## src/rtl/if_fetch_unit.sv

```systemverilog
// Instruction-fetch stage: holds the PC, assembles each 32-bit instruction
// from four little-endian byte reads over the byte-wide memory port, and
// presents pc/instruction to the IF/ID register with a busy flag.
//
// Handshakes:
//   Memory port  - mem_req_o is a request level. A byte is accepted on any
//                  edge where mem_req_o=1 and mem_ready_i=1; mem_data_i then
//                  belongs to mem_addr_o. mem_ready_i is ignored while
//                  mem_req_o=0.
//   IF/ID output - if_busy_o=0 means if_pc/if_inst hold a valid instruction.
//                  It is consumed on the first edge with stall_i=0. A jump
//                  drops it regardless of stall_i.
module if_fetch_unit #(
    parameter logic [31:0] RESET_PC = 32'h0
) (
    input  logic        clk,
    input  logic        rst,
    input  logic        stall_i,
    input  logic        jump_i,
    input  logic [31:0] jump_addr_i,
    output logic        mem_req_o,
    output logic [31:0] mem_addr_o,
    input  logic        mem_ready_i,
    input  logic [7:0]  mem_data_i,
    output logic        if_busy_o,
    output logic [31:0] if_pc,
    output logic [31:0] if_inst,
    output logic [1:0]  state_dbg
);

    typedef enum logic [1:0] {
        IDLE  = 2'd0,
        FETCH = 2'd1,
        VALID = 2'd2
    } state_t;

    state_t      state;
    logic [31:0] pc;
    logic [1:0]  byte_cnt;
    logic [23:0] asm_buf;

    // The FSM state is exposed for checkers; it is a register, so this is
    // a registered output as well.
    assign state_dbg = state;

    // Fetch FSM: reset, jump redirect, byte assembly and hand-off to IF/ID.
    always_ff @(posedge clk) begin
        if (rst) begin
            state      <= IDLE;
            pc         <= RESET_PC;
            byte_cnt   <= 2'd0;
            asm_buf    <= 24'd0;
            mem_req_o  <= 1'b0;
            mem_addr_o <= 32'd0;
            if_busy_o  <= 1'b1;
            if_pc      <= 32'd0;
            if_inst    <= 32'd0;
        end else if (jump_i) begin
            // Redirect wins over stall and memory; any partial or presented
            // instruction is abandoned and the target is word-aligned.
            state      <= FETCH;
            pc         <= {jump_addr_i[31:2], 2'b00};
            byte_cnt   <= 2'd0;
            asm_buf    <= 24'd0;
            mem_req_o  <= 1'b1;
            mem_addr_o <= {jump_addr_i[31:2], 2'b00};
            if_busy_o  <= 1'b1;
            if_pc      <= 32'd0;
            if_inst    <= 32'd0;
        end else begin
            case (state)
                IDLE: begin
                    state      <= FETCH;
                    mem_req_o  <= 1'b1;
                    mem_addr_o <= pc;
                end
                FETCH: begin
                    if (mem_ready_i) begin
                        if (byte_cnt == 2'd3) begin
                            if_inst   <= {mem_data_i, asm_buf};
                            if_pc     <= pc;
                            if_busy_o <= 1'b0;
                            mem_req_o <= 1'b0;
                            byte_cnt  <= 2'd0;
                            state     <= VALID;
                        end else begin
                            case (byte_cnt)
                                2'd0:    asm_buf[7:0]   <= mem_data_i;
                                2'd1:    asm_buf[15:8]  <= mem_data_i;
                                default: asm_buf[23:16] <= mem_data_i;
                            endcase
                            byte_cnt   <= byte_cnt + 2'd1;
                            // Byte address wraps modulo 2^32 like the PC.
                            mem_addr_o <= pc + {30'd0, byte_cnt} + 32'd1;
                        end
                    end
                end
                VALID: begin
                    if (!stall_i) begin
                        pc         <= pc + 32'd4;
                        if_busy_o  <= 1'b1;
                        if_inst    <= 32'd0;
                        if_pc      <= 32'd0;
                        mem_req_o  <= 1'b1;
                        mem_addr_o <= pc + 32'd4;
                        state      <= FETCH;
                    end
                end
                default: begin
                    state <= IDLE;
                end
            endcase
        end
    end

endmodule

```

## config.mk

```make
export PLATFORM = sky130hd
export DESIGN_NAME = if_fetch_unit
export DESIGN_NICKNAME = d
export VERILOG_FILES = /design/src/rtl/if_fetch_unit.sv
export SDC_FILE = /design/constraint.sdc
export NUM_CORES = 1
export LEC_CHECK = 0
export CORE_MARGIN = 1.5
export CORE_UTILIZATION = 40
export CTS_CLUSTER_DIAMETER = 50
export CTS_CLUSTER_SIZE = 12
export DETAILED_ROUTE_END_ITERATION = 12
export PLACE_DENSITY = 0.68
export SYNTH_ARGS = -nofsm -noshare
export SYNTH_HDL_FRONTEND = slang
export SYNTH_SLANG_ARGS = --single-unit
```

## constraint.sdc

```tcl
create_clock -name clk -period 6.7 [get_ports clk]
set_input_delay 0.67 -clock clk [delete_from_list [all_inputs] [get_ports clk]]
set_output_delay 0.67 -clock clk [all_outputs]
set_load 0.02 [all_outputs]
```

Word-level counts from Yosys, hierarchy flattened --
Index checks and enable logic that the tools add are counted. W data, S select, Z words.
Operators by class: add/subtract/negate cells 4, equality and inequality tests 13, mux-type cells 27, bitwise logic cells 3, reduce and logical (&&, ||, !) cells 20
Operator list (count):
- $mux W32 | 12
- $pmux W32 S2 | 2
- $pmux W32 S3 | 1
- $add A32 B1 Y32 const B | 1
- $add A32 B2 Y32 | 1
- $add A32 B3 Y32 const B | 1
- $reduce_and A4 Y1 | 7
- $ne A3 B3 Y1 const B | 4
- $mux W2 | 4
- $ne A2 B2 Y1 const B | 4
- $pmux W2 S3 | 1
- $reduce_and A2 Y1 | 3
- $reduce_and A3 Y1 | 2
- $mux W1 | 5
- $eq A2 B1 Y1 const B | 2
- $eq A2 B2 Y1 const B | 2
- $logic_not A2 Y1 | 2
- $reduce_bool A2 Y1 | 2
- $reduce_bool A4 Y1 | 1
- $reduce_or A2 Y1 | 2
- $not A1 Y1 | 3
- $pmux W1 S3 | 1
- $reduce_bool A3 Y1 | 1
- $add A2 B1 Y2 const B | 1
- other kinds (2) | 2
Word-level totals: bits in registers 158, bits of input ports 45, output and inout bits 100, word-level logic and storage cells 81

Depth between registers and ports, before layout --
Gate-level depths: netlist of run 1.
word-level depth 6, mapped depth 10, gate-level depth less buffers 7

Worst setup path after synthesis of run 1 --
OpenSTA, ideal clock, no wires.
kind register -> register, start point register state[0] (netlist: state_dbg[0]), end point register if_pc[18], setup time 0.070 ns, arrival time 2.237 ns, data required time 6.630 ns, setup slack 4.393 ns, stages on the path, launching flop included 11, period minus slack after synthesis 2.307 ns, path through dfxtp_1 > inv_1 > ha_1 > and2_0 > a21oi_1 > and2_1 > clkbuf_1 > buf_2 > buf_1 > nand3b_1 > a21oi_1
On the way: longest elaborated chain between the ends 3, elaborated cells between the ends (all ways) 8, those cells by class eq/ne: 5; mux: 1; reduce/logical: 2
Ends and longest elaborated chain:
- start, declared | line 37 | state_t state;
- start signal, assigned | line 49 | state <= IDLE;
- start signal, assigned | line 61 | state <= FETCH;
- start signal, assigned | line 73 | state <= FETCH;
- $eq A2 B1 Y1 or $eq A2 B2 Y1 (tied branches) | line 71 | case (state)
- $ne A2 B2 Y1 (no source line) or $reduce_bool A2 Y1 (tied branches)
- $reduce_and A4 Y1 (no source line)
- end signal, assigned | line 81 | if_pc <= pc;
- end, declared | line 26 | output logic [31:0] if_pc,
Several ways; a longest one is shown, not always the timed one. A chain may end at the register's enable or synchronous reset.

Final worst setup path of run 1 --
start point register state[0] (netlist: state_dbg[0]), end point register mem_addr_o[29]
On the way: longest elaborated chain between the ends 3, elaborated cells between the ends (all ways) 10, those cells by class eq/ne: 5; mux: 2; reduce/logical: 3
Ends and longest elaborated chain:
- $eq A2 B1 Y1, or another cell as far along | line 71
- $ne A3 B3 Y1 (no source line), or another cell as far along
- $reduce_and A4 Y1 (no source line) or $mux W32 (tied branches)
- end signal, assigned | line 66 | mem_addr_o <= {jump_addr_i[31:2], 2'b00};
- end signal, assigned | line 75 | mem_addr_o <= pc;
- end signal, assigned | line 94 | mem_addr_o <= pc + {30'd0, byte_cnt} + 32'd1;
- end, declared | line 22 | output logic [31:0] mem_addr_o,
Several ways; a longest one is shown, not always the timed one.

==> results of run 1 <==
cell usage in the layout (no fill, tap or decap), types with 5 or more instances in the layout:
cell / count
o221ai_1: 9
inv_8: 5
a31oi_1: 13
mux2i_1: 12
a41oi_1: 6
xor2_1: 7
o21ai_0: 37
nand3b_1: 58
o31ai_1: 5
xnor2_1: 23
ha_1: 8
nand2_1: 150
a21oi_1: 130
and3_1: 6
a221oi_1: 8
nor3_1: 23
nand3_1: 21
inv_1: 27
clkinv_8: 6
nor2b_1: 7
or3_1: 6
nor4_1: 15
a211oi_1: 13
a21boi_0: 15
clkbuf_16: 17
dfxtp_1: 154
o21a_1: 7
nand4_1: 20
nor2_1: 66
o22ai_1: 7
buf_4: 12
clkdlybuf4s50_1: 139
and4_1: 8
state kept, by name, indices dropped and copies added, names as in the netlist:
signal      cells
asm_buf        24
if_pc          30
mem_req_o       1
byte_cnt        2
state_dbg       2
if_inst        32
pc             30
mem_addr_o     32
if_busy_o       1
cell families after synthesis:
| logic type | count (synthesis) | share of synthesized area |
|---|---|---|
| XOR/XNOR | 30 | 0.0316 |
| multiplexers | 16 | 0.0198 |
| buffers and inverters | 145 | 0.0745 |
| AND/OR/NAND/NOR | 417 | 0.265 |
| other | 1 | 0.000450 |
| flip-flops | 154 | 0.370 |
| adder cells (fa/ha/maj) | 9 | 0.0135 |
| AO/OA/AOI/OAI | 296 | 0.225 |
per-layer routing:
metal,vias to the layer above,global-route usage
met2,318,0.374
met5,-,0
li1,3915,-
met1,3831,0.332
met4,0,0.0950
met3,48,0.0435
stage by stage:
step	hold slack (ps)	total power [W]
after floorplan	437	0.00123
after global placement	437	0.00137
after detailed placement	442	0.00137
after CTS	453	0.00237
after global routing	470	0.00244
final	450	0.00236
layout make-up:
cell class              count  area (sq um)
fillers                  2020          9990
multi-input cells         770          4670
flip-flops and latches    154          3080
repair buffers            152          1490
clock buffers              17           425
well taps                 270           338
clock inverters            15           195
inverters                  29           109
how the worst min path moves through the flow:
stage / slack, ps / to
6_report: 450 / if_inst[6]$_SDFFE_PP0P_
5_1_grt: 470 / if_inst[30]$_SDFFE_PP0P_
4_1_cts: 450 / if_inst[28]$_SDFFE_PP0P_
3_5_place_dp: 440 / if_inst[28]$_SDFFE_PP0P_
3_3_place_gp: 440 / if_inst[6]$_SDFFE_PP0P_
2_1_floorplan: 440 / asm_buf[0]$_SDFFE_PP0P_
worst reg2reg max path, stage by stage, from the launching register on:
cell	delay, ps
dfxtp_1	410
ha_1	310
buf_4	460
nor3_1	260
a211oi_4	580
buf_4	310
or2_2	580
mux2_2	410
nor4bb_1	130
power by group:
part | leakage (nW) | total (W) | switching (W) | internal, W
clock | 0.297 | 0.00100 | 0.000489 | 0.000511
sequential | 1.26 | 0.00101 | 0.0000554 | 0.000953
combinational | 1.87 | 0.000348 | 0.000210 | 0.000138
total | 3.42 | 0.00236 | 0.000755 | 0.00160
==> key figures, run 1 <==
Route
  – Routed wire length on met3: 1600 um
  – Wire length on met1: 12100 um
  – Drt drc: 0
  – WL final: 26400 um
  – Max Used Layer: met4
  – Vias: 8112
  – Met2 WL: 12000 um
  – Pre-antenna DRT Iters: 5
  – Vias/cell: 5.77
  – Routed Antenna Nets: 0
  – Drt initial violations: 955
  – Routed wire per std cell: 18.7 um

Global route
  – Vias in the first global route: 7489
  – First-pass GRT wire length: 41500 um
  – GRT overflow: 0
  – Initial antenna violation count: 0
  – Gr usage total: 0.241
  – Largest net degree at the start of global routing: 79

Pwr
  – Pwr dens: 229 nW/um^2
  – Worst VDD drop: 0.163 mV
  – LEAKAGE: 3.42 nW

Floorplan
  – Die area: 21700 sq um
  – Die Y: 147 um
  – Die width: 147 um
  – Num rows: 52
  – # IOs: 145
  – Effective utilization at floorplan: 0.410
  – Core ar.: 20300 sq um

Finish
  – Area growth syn-to-layout: 23.8%
  – Fraction of layout cells with a size suffix above 1: 0.0651
  – Non-filler instance count after layout: 1407
  – Final nets: 1178
  – Final Util: 0.508
  – Design area: 10300 sq um
  – N_diodes: 0

CTS
  – Clock-pin slew on the worst setup and hold paths: 80 ps
  – CTS Root Cell: clkbuf_16
  – CTS buffer count: 17
  – Post-CTS sizing: 0
  – CTS H-tree depth: 4
  – Clock buffer depth: 2
  – Cts-stage hold buffer count: 0
  – Later-pin clock latency in the skew report: 450 ps
  – CTS Sinks: 154
  – Post-CTS setup buffer count: 0
  – CTS tree: yes

Critical path
  – Crit. Startpoint: state_dbg[0]$_SDFFE_PP0P_
  – CP max FO: 38
  – CP max stage cell: a211oi_4
  – Critical path startpoint category: flip-flop
  – Crit-path leading delay family: simple AND/OR/NAND/NOR gates
  – Crit-path most repeated cell: buf_4
  – Crit path cell chain: ha_1, buf_4, nor3_1, a211oi_4, buf_4, or2_2, mux2_2, nor4bb_1
  – Crit end category: flip-flop
  – Crit path kind: flip-flop to flip-flop
  – Worst r2r dst: mem_addr_o[29]$_SDFFE_PP0P_
  – Worst Path Arrival: 3900 ps
  – Critical Path Stages: 8
  – Worst Path Buf+Inv: 2
  – Worst path max stage delay: 580 ps
  – FF-to-FF path depth: 8
  – CP Capture Point: mem_addr_o[29]$_SDFFE_PP0P_
  – CP required: 7000 ps
  – Worst R2R Setup Slack: 3090 ps
  – R2r startpoint: state_dbg[0]$_SDFFE_PP0P_

Synthesis
  – Area leader, netlist: dfxtp_1
  – Synthesized area: 8330 sq um
  – Syn. warnings: 0
  – Most common cell in the netlist: dfxtp_1
  – Share of synthesized registers carrying an async set or reset: 0
  – Register bit total from synthesis: 154
  – Synth Flop Type: dfxtp_1
  – Commonest cells in the netlist: 154 x dfxtp_1, 151 x nand2_1, 130 x a21oi_1
  – Ranking of synthesized cells by area: dfxtp_1 37%, a21oi_1 7.8%, nand2_1 6.8%
  – Syn avg cell area: 7.80 sq um
  – Post-synth EDFFs: 0
  – Post-synthesis sequential area ratio: 0.370
  – Top-area cell type share of the netlist area: 0.370
  – Post-Syn Instances: 1068
  – Post-synth cell types: 77

Hold path
  – Worst Hold Class: flip-flop to flip-flop
  – WHS Path Cells: 2
  – Hold Crit Start: if_inst[6]$_SDFFE_PP0P_

Place
  – Gp weighted congestion: 0.902
  – DP HPWL: 17500 um
  – Dpl ws: 3090 ps
  – Placed instance count: 1375
  – Placed cell area: 9690 sq um
  – PortBufs: 140

Timing
  – Final Critical Period: 3610 ps
  – Slew @ Worst Pin: 1150 ps
  – Relative slew slack: 0.227
  – Max-slew violation count: 0
  – Fmax: 277 MHz
  – PnR worst setup slack: 3090 ps
  – Final period utilization: 0.538
  – Final clock skew: 17.7 ps
  – RSZ-0062 raised after global routing: false
  – Final hold viol count: 0
  – Final setup viols: 0
  – Total negative setup slack: 0 ps

Job
  – Max cap viols: 0

Outcome
  – Status: finished clean
No activity file was read; power rests on OpenSTA's default activity.
==> run 2: changes to the inputs <==
- PLACE_DENSITY: 0.68 -> 0.71
- clock period: 6.7 -> 3 ns (I/O delays scaled with it)
==> run 2 against run 1 <==
Sequential share of layout area shrank 0.82 points. Non-clock buffer count increased by 40. Combinational power is 140% higher. Wire length up 2.8%. Die area did not move. Clock skew is 2.3 ps lower. Worst setup slack worse by 2700 ps. Global-route usage is 0.94 points higher. Clock-buffer cell count unchanged. First-iteration DRC count is 13% lower. Maximum frequency grew 38%. Hold slack worse by 61 ps. Critical endpoint is now mem_addr_o[24]$_SDFFE_PP0P_.
==> key figures, run 2 (synthesis results as in run 1) <==
Critical path
  – Worst r2r dst: mem_addr_o[24]$_SDFFE_PP0P_
  – Crit end category: flip-flop
  – FF-to-FF path depth: 7
  – Crit. Startpoint: state_dbg[0]$_SDFFE_PP0P_
  – Worst R2R Setup Slack: 380 ps
  – Crit path kind: flip-flop to flip-flop
  – Worst Path Arrival: 2920 ps
  – CP required: 3300 ps
  – CP Capture Point: mem_addr_o[24]$_SDFFE_PP0P_
  – Critical path startpoint category: flip-flop
  – R2r startpoint: state_dbg[0]$_SDFFE_PP0P_
  – CP max FO: 9

Finish
  – Regs by FF count: if_inst x32, mem_addr_o x32
  – Final nets: 1218
  – Non-filler instance count after layout: 1447
  – Most frequent cells in the layout: 154 x dfxtp_1, 150 x nand2_1, 139 x clkdlybuf4s50_1
  – Final Util: 0.522
  – Fillers: 1959
  – Area growth syn-to-layout: 27.3%
  – Design area: 10600 sq um
  – Fraction of layout cells with a size suffix above 1: 0.0960
  – Commonest non-fill, non-tap cell in the layout: dfxtp_1
  – N_diodes: 0

Place
  – Placed instance count: 1415
  – PortBufs: 140
  – Gp weighted congestion: 0.949
  – Placed cell area: 9970 sq um
  – DP HPWL: 18800 um

Timing
  – Final clock skew: 15.5 ps
  – Max-slew violation count: 0
  – Final hold viol count: 0
  – Final period utilization: 0.872
  – Final Critical Period: 2620 ps
  – Slew @ Worst Pin: 966 ps
  – Worst hold slack: 389 ps
  – RSZ-0062 raised after global routing: false
  – Total negative setup slack: 0 ps
  – Fmax: 382 MHz
  – Final setup viols: 0
  – Relative slew slack: 0.356

Floorplan
  – Effective utilization at floorplan: 0.410
  – # IOs: 145
  – Die width: 147 um
  – Num rows: 52
  – Die area: 21700 sq um
  – Core ar.: 20300 sq um
  – Die Y: 147 um

CTS
  – CTS H-tree depth: 4
  – CTS Root Cell: clkbuf_16
  – Post-CTS setup buffer count: 0
  – Later-pin clock latency in the skew report: 440 ps
  – Cts-stage hold buffer count: 0
  – Clock-pin slew on the worst setup and hold paths: 80 ps
  – CTS buffer count: 17
  – CTS tree: yes
  – CTS Sinks: 154
  – Clock buffer depth: 2
  – Post-CTS sizing: 0

Route
  – Vias: 8365
  – Drt initial violations: 834
  – Pre-antenna DRT Iters: 8
  – WL final: 27100 um
  – Vias/cell: 5.78
  – Drt drc: 0
  – Routed Antenna Nets: 0
  – Routed wire per std cell: 18.7 um

Global route
  – Largest net degree at the start of global routing: 51
  – First-pass GRT wire length: 43000 um
  – Gr usage total: 0.251
  – GRT overflow: 0
  – Initial antenna violation count: 0
  – Vias in the first global route: 7766

Pwr
  – Pwr dens: 499 nW/um^2
  – LEAKAGE: 3.62 nW
  – Worst VDD drop: 0.372 mV

Hold path
  – Worst Hold Class: input port to flip-flop

Outcome
  – Status: finished clean

Job
  – Max cap viols: 0
run 2: changes by cell type in the layout (fill, tap and decap cells not counted), sizes merged:
cell	before	now
buf	13	53
clkinv	8	10
inv	35	33
run 2: critical path: stages, from the launching register on:
cell and delay, ps:
dfxtp_1 410, inv_1 100, ha_2 270, and2_0 270, a211oi_2 420, nand2_1 440
nor2_1 430, a31oi_1 120
run 2: where the power goes:
group	leakage, nW	internal, W	switching (W)
clock network	0.298	0.00114	0.00107
logic	2.07	0.000344	0.000508
registers	1.26	0.00213	0.0000998
run 2: routing by layer:
layer	global-route usage	share of wire	vias to the layer above
li1	-	-	3997
met1	0.338	0.44	3961
met2	0.396	0.46	345
met3	0.0509	0.074	62
met4	0.0915	0.028	0
met5	0	0	-
run 2: how the worst min path moves through the flow:
stage	startpoint	to	slack (ps)	cells past startpoint
6_report	rst	pc[2]$_SDFFE_PP0P_	390	2
5_1_grt	rst	pc[2]$_SDFFE_PP0P_	390	2
4_1_cts	rst	pc[2]$_SDFFE_PP0P_	360	2
3_5_place_dp	if_inst[16]$_SDFFE_PP0P_	if_inst[16]$_SDFFE_PP0P_	440	2
3_3_place_gp	if_inst[16]$_SDFFE_PP0P_	if_inst[16]$_SDFFE_PP0P_	440	2
2_1_floorplan	mem_data_i[0]	asm_buf[0]$_SDFFE_PP0P_	440	2
run 2: metrics by stage:
stage / setup slack (ps) / power, W
6_report: 383 / 0.00529
3_3_place_gp: 438 / 0.00310
4_1_cts: 454 / 0.00531
2_1_floorplan: 693 / 0.00274
5_1_grt: 220 / 0.00548
3_5_place_dp: 426 / 0.00311
run 2: final cells by class:
cell class	count	area, sq um	area share
clock buffer	17	425	0.0401
tap	270	338	0.0319
inverter	29	109	0.0103
clock inverter	15	200	0.0189
timing repair buffer	192	1800	0.170
sequential	154	3080	0.291
multi-input combinational	770	4640	0.438
